<file path="src/rtl/cordic_pkg.sv">
// Shared types for the iterative shared-adder CORDIC controller and its helpers.
package cordic_pkg;

  typedef enum logic [1:0] {
    OP_COS  = 2'b00,
    OP_SIN  = 2'b01,
    OP_ATAN = 2'b10,
    OP_MAG  = 2'b11
  } op_t;

  // Quadrant pre-shift applied to the angle before rotation
  typedef enum logic [1:0] {
    REG_NONE = 2'b00,
    REG_P90  = 2'b01,
    REG_M90  = 2'b10,
    REG_180  = 2'b11
  } region_t;

  // Adder operand / output mux select; 2'b11 is unused
  typedef enum logic [1:0] {
    VAR_X = 2'b00,
    VAR_Y = 2'b01,
    VAR_Z = 2'b10
  } var_t;

  typedef enum logic [2:0] {
    ST_IDLE,
    ST_LOAD,
    ST_SHIFT,
    ST_ADD,
    ST_ACK,
    ST_FINAL,
    ST_DONE
  } state_t;

  // Request captured when an operation is accepted
  typedef struct packed {
    op_t     op;
    region_t region;
  } req_t;

endpackage

</file>
<file path="src/rtl/cordic_quadrant_map.sv">
// Combinational (op, region) -> output select / negate for the final result.
// Also used by the pipelined CORDIC, so it carries no state.
module cordic_quadrant_map
  import cordic_pkg::*;
(
  input  logic [1:0] op,
  input  logic [1:0] region,
  output logic [1:0] out_sel,
  output logic       neg_out
);

  // Quadrant fold-back: pick X/Y/Z and sign; vectoring ops ignore region
  always_comb begin
    out_sel = VAR_X;
    neg_out = 1'b0;
    case (op)
      OP_COS: begin
        case (region)
          REG_P90: begin out_sel = VAR_Y; neg_out = 1'b1; end
          REG_M90: out_sel = VAR_Y;
          REG_180: neg_out = 1'b1;
          default: ;
        endcase
      end
      OP_SIN: begin
        case (region)
          REG_NONE: out_sel = VAR_Y;
          REG_M90:  neg_out = 1'b1;
          REG_180:  begin out_sel = VAR_Y; neg_out = 1'b1; end
          default: ;
        endcase
      end
      OP_ATAN: out_sel = VAR_Z;
      default: ;
    endcase
  end

endmodule

</file>
<file path="src/rtl/cordic_ctrl_fsm_gen.sv">
// Control FSM for the iterative shared-adder CORDIC datapath.
// Each iteration: LOAD, SHIFT, then ADD/ACK for X, Y, Z on the single adder.
module cordic_ctrl_fsm_gen
  import cordic_pkg::*;
#(
  parameter int ITER  = 16,
  parameter int CNT_W = $clog2(ITER)
) (
  input  logic             clk,
  input  logic             reset,
  input  logic             start,
  input  logic [1:0]       op,
  input  logic [1:0]       region,
  input  logic             abort,
  input  logic             ack_out,
  input  logic             add_ready,
  output logic             busy,
  output logic             done,
  output logic             add_start,
  output logic             add_ack,
  output logic             vec_mode,
  output logic [CNT_W-1:0] iter_idx,
  output logic [1:0]       var_sel,
  output logic             sel_init,
  output logic             ld_in,
  output logic             ld_work,
  output logic             ld_shift,
  output logic             ld_x,
  output logic             ld_y,
  output logic             ld_z,
  output logic [1:0]       out_sel,
  output logic             neg_out,
  output logic             ld_out
);

  localparam logic [CNT_W-1:0] ITER_LAST = CNT_W'(ITER - 1);

  state_t           state_q, state_nxt;
  logic [CNT_W-1:0] iter_q, iter_nxt;
  var_t             var_q, var_nxt;
  req_t             req_q, req_nxt;
  logic [1:0]       qm_sel;
  logic             qm_neg;

  cordic_quadrant_map u_qmap (
    .op      (req_q.op),
    .region  (req_q.region),
    .out_sel (qm_sel),
    .neg_out (qm_neg)
  );

  assign iter_idx = iter_q;
  assign vec_mode = (req_q.op == OP_ATAN) || (req_q.op == OP_MAG);

  // State, counters and latched request
  always_ff @(posedge clk) begin
    if (reset) begin
      state_q <= ST_IDLE;
      iter_q  <= '0;
      var_q   <= VAR_X;
      req_q   <= '0;
    end else begin
      state_q <= state_nxt;
      iter_q  <= iter_nxt;
      var_q   <= var_nxt;
      req_q   <= req_nxt;
    end
  end

  // Next-state, counter update and output decode
  always_comb begin
    state_nxt = state_q;
    iter_nxt  = iter_q;
    var_nxt   = var_q;
    req_nxt   = req_q;
    busy      = 1'b0;
    done      = 1'b0;
    add_start = 1'b0;
    add_ack   = 1'b0;
    var_sel   = 2'b00;
    sel_init  = 1'b0;
    ld_in     = 1'b0;
    ld_work   = 1'b0;
    ld_shift  = 1'b0;
    ld_x      = 1'b0;
    ld_y      = 1'b0;
    ld_z      = 1'b0;
    out_sel   = 2'b00;
    neg_out   = 1'b0;
    ld_out    = 1'b0;

    case (state_q)
      ST_IDLE: begin
        if (start) begin
          ld_in     = 1'b1;
          req_nxt   = '{op: op_t'(op), region: region_t'(region)};
          iter_nxt  = '0;
          var_nxt   = VAR_X;
          state_nxt = ST_LOAD;
        end
      end
      ST_LOAD: begin
        busy      = 1'b1;
        ld_work   = 1'b1;
        sel_init  = (iter_q == '0);
        state_nxt = ST_SHIFT;
      end
      ST_SHIFT: begin
        busy      = 1'b1;
        ld_shift  = 1'b1;
        state_nxt = ST_ADD;
      end
      ST_ADD: begin
        busy      = 1'b1;
        add_start = 1'b1;
        var_sel   = var_q;
        if (add_ready) begin
          ld_x      = (var_q == VAR_X);
          ld_y      = (var_q == VAR_Y);
          ld_z      = (var_q == VAR_Z);
          state_nxt = ST_ACK;
        end
      end
      ST_ACK: begin
        busy    = 1'b1;
        add_ack = 1'b1;
        if (var_q != VAR_Z) begin
          var_nxt   = var_t'(var_q + 2'd1);
          state_nxt = ST_ADD;
        end else begin
          var_nxt = VAR_X;
          if (iter_q == ITER_LAST) begin
            state_nxt = ST_FINAL;
          end else begin
            iter_nxt  = iter_q + CNT_W'(1);
            state_nxt = ST_LOAD;
          end
        end
      end
      ST_FINAL: begin
        busy      = 1'b1;
        ld_out    = 1'b1;
        out_sel   = qm_sel;
        neg_out   = qm_neg;
        state_nxt = ST_DONE;
      end
      ST_DONE: begin
        done = 1'b1;
        if (ack_out) state_nxt = ST_IDLE;
      end
      default: state_nxt = ST_IDLE;
    endcase

    // Abort wins over add_ready: release the adder, drop its result
    if (abort && state_q != ST_IDLE && state_q != ST_DONE) begin
      state_nxt = ST_IDLE;
      iter_nxt  = '0;
      var_nxt   = VAR_X;
      ld_x      = 1'b0;
      ld_y      = 1'b0;
      ld_z      = 1'b0;
      if (state_q == ST_ADD) add_ack = 1'b1;
    end
  end

endmodule

</file>
<file path="config.mk">
export PLATFORM = sky130hd
export DESIGN_NAME = cordic_ctrl_fsm_gen
export DESIGN_NICKNAME = d
export VERILOG_FILES = /design/src/rtl/cordic_pkg.sv /design/src/rtl/cordic_quadrant_map.sv /design/src/rtl/cordic_ctrl_fsm_gen.sv
export SDC_FILE = /design/constraint.sdc
export NUM_CORES = 1
export LEC_CHECK = 0
export ABC_AREA = 1
export BUFFER_PORTS_ARGS = -buffer_cell sky130_fd_sc_hd__buf_4
export CORE_ASPECT_RATIO = 0.9
export CORE_MARGIN = 2
export CORE_UTILIZATION = 50
export CTS_BUF_LIST = sky130_fd_sc_hd__clkbuf_2
export CTS_CLUSTER_SIZE = 16
export DETAILED_ROUTE_END_ITERATION = 16
export PLACE_DENSITY = 0.79
export SETUP_SLACK_MARGIN = 0.3
export SLEW_MARGIN = 20
export SYNTH_ARGS = -nofsm -noshare
export SYNTH_HDL_FRONTEND = slang
export SYNTH_SLANG_ARGS = --single-unit
</file>
<file path="constraint.sdc">
create_clock -name clk -period 1.55 [get_ports clk]
set_input_delay 0 -clock clk [delete_from_list [all_inputs] [get_ports clk]]
set_output_delay 0 -clock clk [all_outputs]
set_load 0.01 [all_outputs]
</file>
==> qor.yml <==
first_pass_iters: 5
dieHeight_um: 44.38
synth_edf_count: 0
synthFlopType: "dfxtp_1"
grt_max_degree: 10
cts_tree: "done"
ios: 32
synthArstFlopShare_pct: 0
clockBufferDepth: 2
hpwl_mm: 1.801
die_w_um: 48.87
start_util_pct: 53.87
criticalPathCategory: "reg -> out"
clock_skew_ps: 13.83
numCtsBuffers: 3
drv_slew: 0
cp-end-kind: "primary output"
final_cells: 216
cp-start-kind: "register"
hold_viol: 1
place_inst: 196
fin_crit_ps: 1482
synth_area_leaders: "dfxtp_1, inv_1, nand2_1"
leakage_nw: 0.7280
gp_congestion: 0.9161
synthMostInstantiatedCell: "inv_1"
routed_wl_mm: 4.340
cts.sink_count: 13
reg2reg_slack_ps: 100
gr-total-overflow: 0
status: "complete, but fails checks"
antenna_found_initial: 0
setup_viol_count_final: 0
clock_latency_ps: 340
dieArea_mm2: 0.002169
ys_ff_latch: 13
clk_pin_slew_ps: 160
synthCells: 142
grt_pass1_wl_mm: 5.071
wl_per_cell_um: 20.09
drtAntennaViolNets: 0
vias: 1349
relSlewSlack_pct: 79.87
p_per_area_mw_per_mm2: 795.4
yosysSeqAreaShare_pct: 28.73
met2_usage_pct: 57.26
area_growth_pct: 68.78
htree_levels: 1
busiest_layer: "met2"
syn_nets: 157
vias_per_cell: 6.245
hold_class: "in -> reg"
dr.first_iter.drc_count: 161
netlist-cell-type-count: 22
cp.required_ps: 1550
drc: 0
tightest_slew_ps: 300.8
track_usage_pct: 31.08
yosys-top-cells-count: "inv_1, nand2_1, nor2_1"
yosysTopAreaCell: "dfxtp_1"
n_antenna_cell: 0
violations: "negative hold slack"
synth-warning-count: 0
root_buffer: "clkbuf_2"
grt_pass1_vias: 1094
holdWs_ps: -27.86
crit_arrival_ps: 1480
use_met3_pct: 7.095
path_max_fanout: 9
final_nets: 208
tns_ps: 0
port_buffers: 31
core_area_mm2: 0.001682
vdd_ir_drop_max_mv: 0.7514
fmax_mhz: 674.5
syn_area_per_cell_um2: 6.379
period_share_pct: 95.64
layout-drive-gt1-share_pct: 53.13
synth_top_area_share_pct: 28.73
grt_util_met1_pct: 36.67
row_count: 14
rsz0062_at_grt: "true"
synth_area_um2: 905.9
drv_cap: 0
## critical path: stages (launching register included)
cell and delay, ps:
dfxtp_4 420, nor2_4 220, nand3_2 240, inv_1 140
buf_4 130
## area by class of cell
type,instances,area (um^2)
Timing Repair Buffer,47,377.9
Multi-Input combinational cell,98,696.9
Tap cell,24,30.03
Sequential cell,13,281.5
Fill cell,71,152.6
Inverter,30,122.6
Clock buffer,4,20.02
## metrics by stage
step | area (um^2) | utilization, % | worst slack (ps) | total power [mW] | hold slack, ps
6_report | 1529 | 90.92 | 67.52 | 1.216 | -27.86
5_1_grt | 1529 | 90.92 | 20.31 | 1.253 | -16.18
4_1_cts | 1419 | 84.38 | 218.6 | 1.048 | 7.258
3_5_place_dp | 1165 | 69.27 | 197.0 | 0.7355 | 297.8
3_3_place_gp | 1165 | 69.27 | 260.6 | 0.7278 | 284.1
2_1_floorplan | 905.9 | - | 303.1 | 0.6143 | 193.3
## power by group
part	leakage [nW]	internal, mW	switching (mW)
Sequential	0.110	0.365	0.0602
Combinational	0.601	0.242	0.333
Clock	0.0166	0.0681	0.148
## logic make-up after synthesis
group | Yosys count | share of synthesized area (%)
and+or+nand+nor | 66 | 35.08
buffers and inverters | 31 | 12.85
AOI/OAI and AO/OA | 26 | 15.47
DFF | 13 | 28.73
adders and majority gates | 5 | 6.906
xor gates and xnor gates | 1 | 0.9670
## cells in the final DEF, fill, tap and decap left out, drive strengths merged, types with 2 or more instances in the layout
master   n
buf     46
nor3     3
clkbuf   4
nor2    18
ha       5
a211oi   2
o21ai    9
a21oi   14
dfxtp   13
nand3   15
inv     30
nand2   27
## state kept, by name (all words and copies together), names as in the netlist
signal	cells
var_q	2
state_q	3
req_q	4
iter_idx	4
## final timing paths
path         depth (start not counted)     endpoint         from
min                                  3     req_q[2]        op[0]
min reg2reg                          1  iter_idx[0]  iter_idx[0]
max reg2reg                          7  iter_idx[2]  iter_idx[1]
max                                  4        ld_in   state_q[1]
## layer usage
layer  vias to the layer above  wire, um
met5                         -         0
met4                         0       303
met3                        47       521
met2                       132      1965
met1                       619      1549
li1                        551         -
## what timing repair did
item                       CTS  global route
setup endpoints to repair   26            28
pin swaps                   10             6
setup buffers               11             4
resized for setup           46            25
hold buffers                 1             0
hold endpoints to repair     1             0
Power figures use the tool's default switching activity.
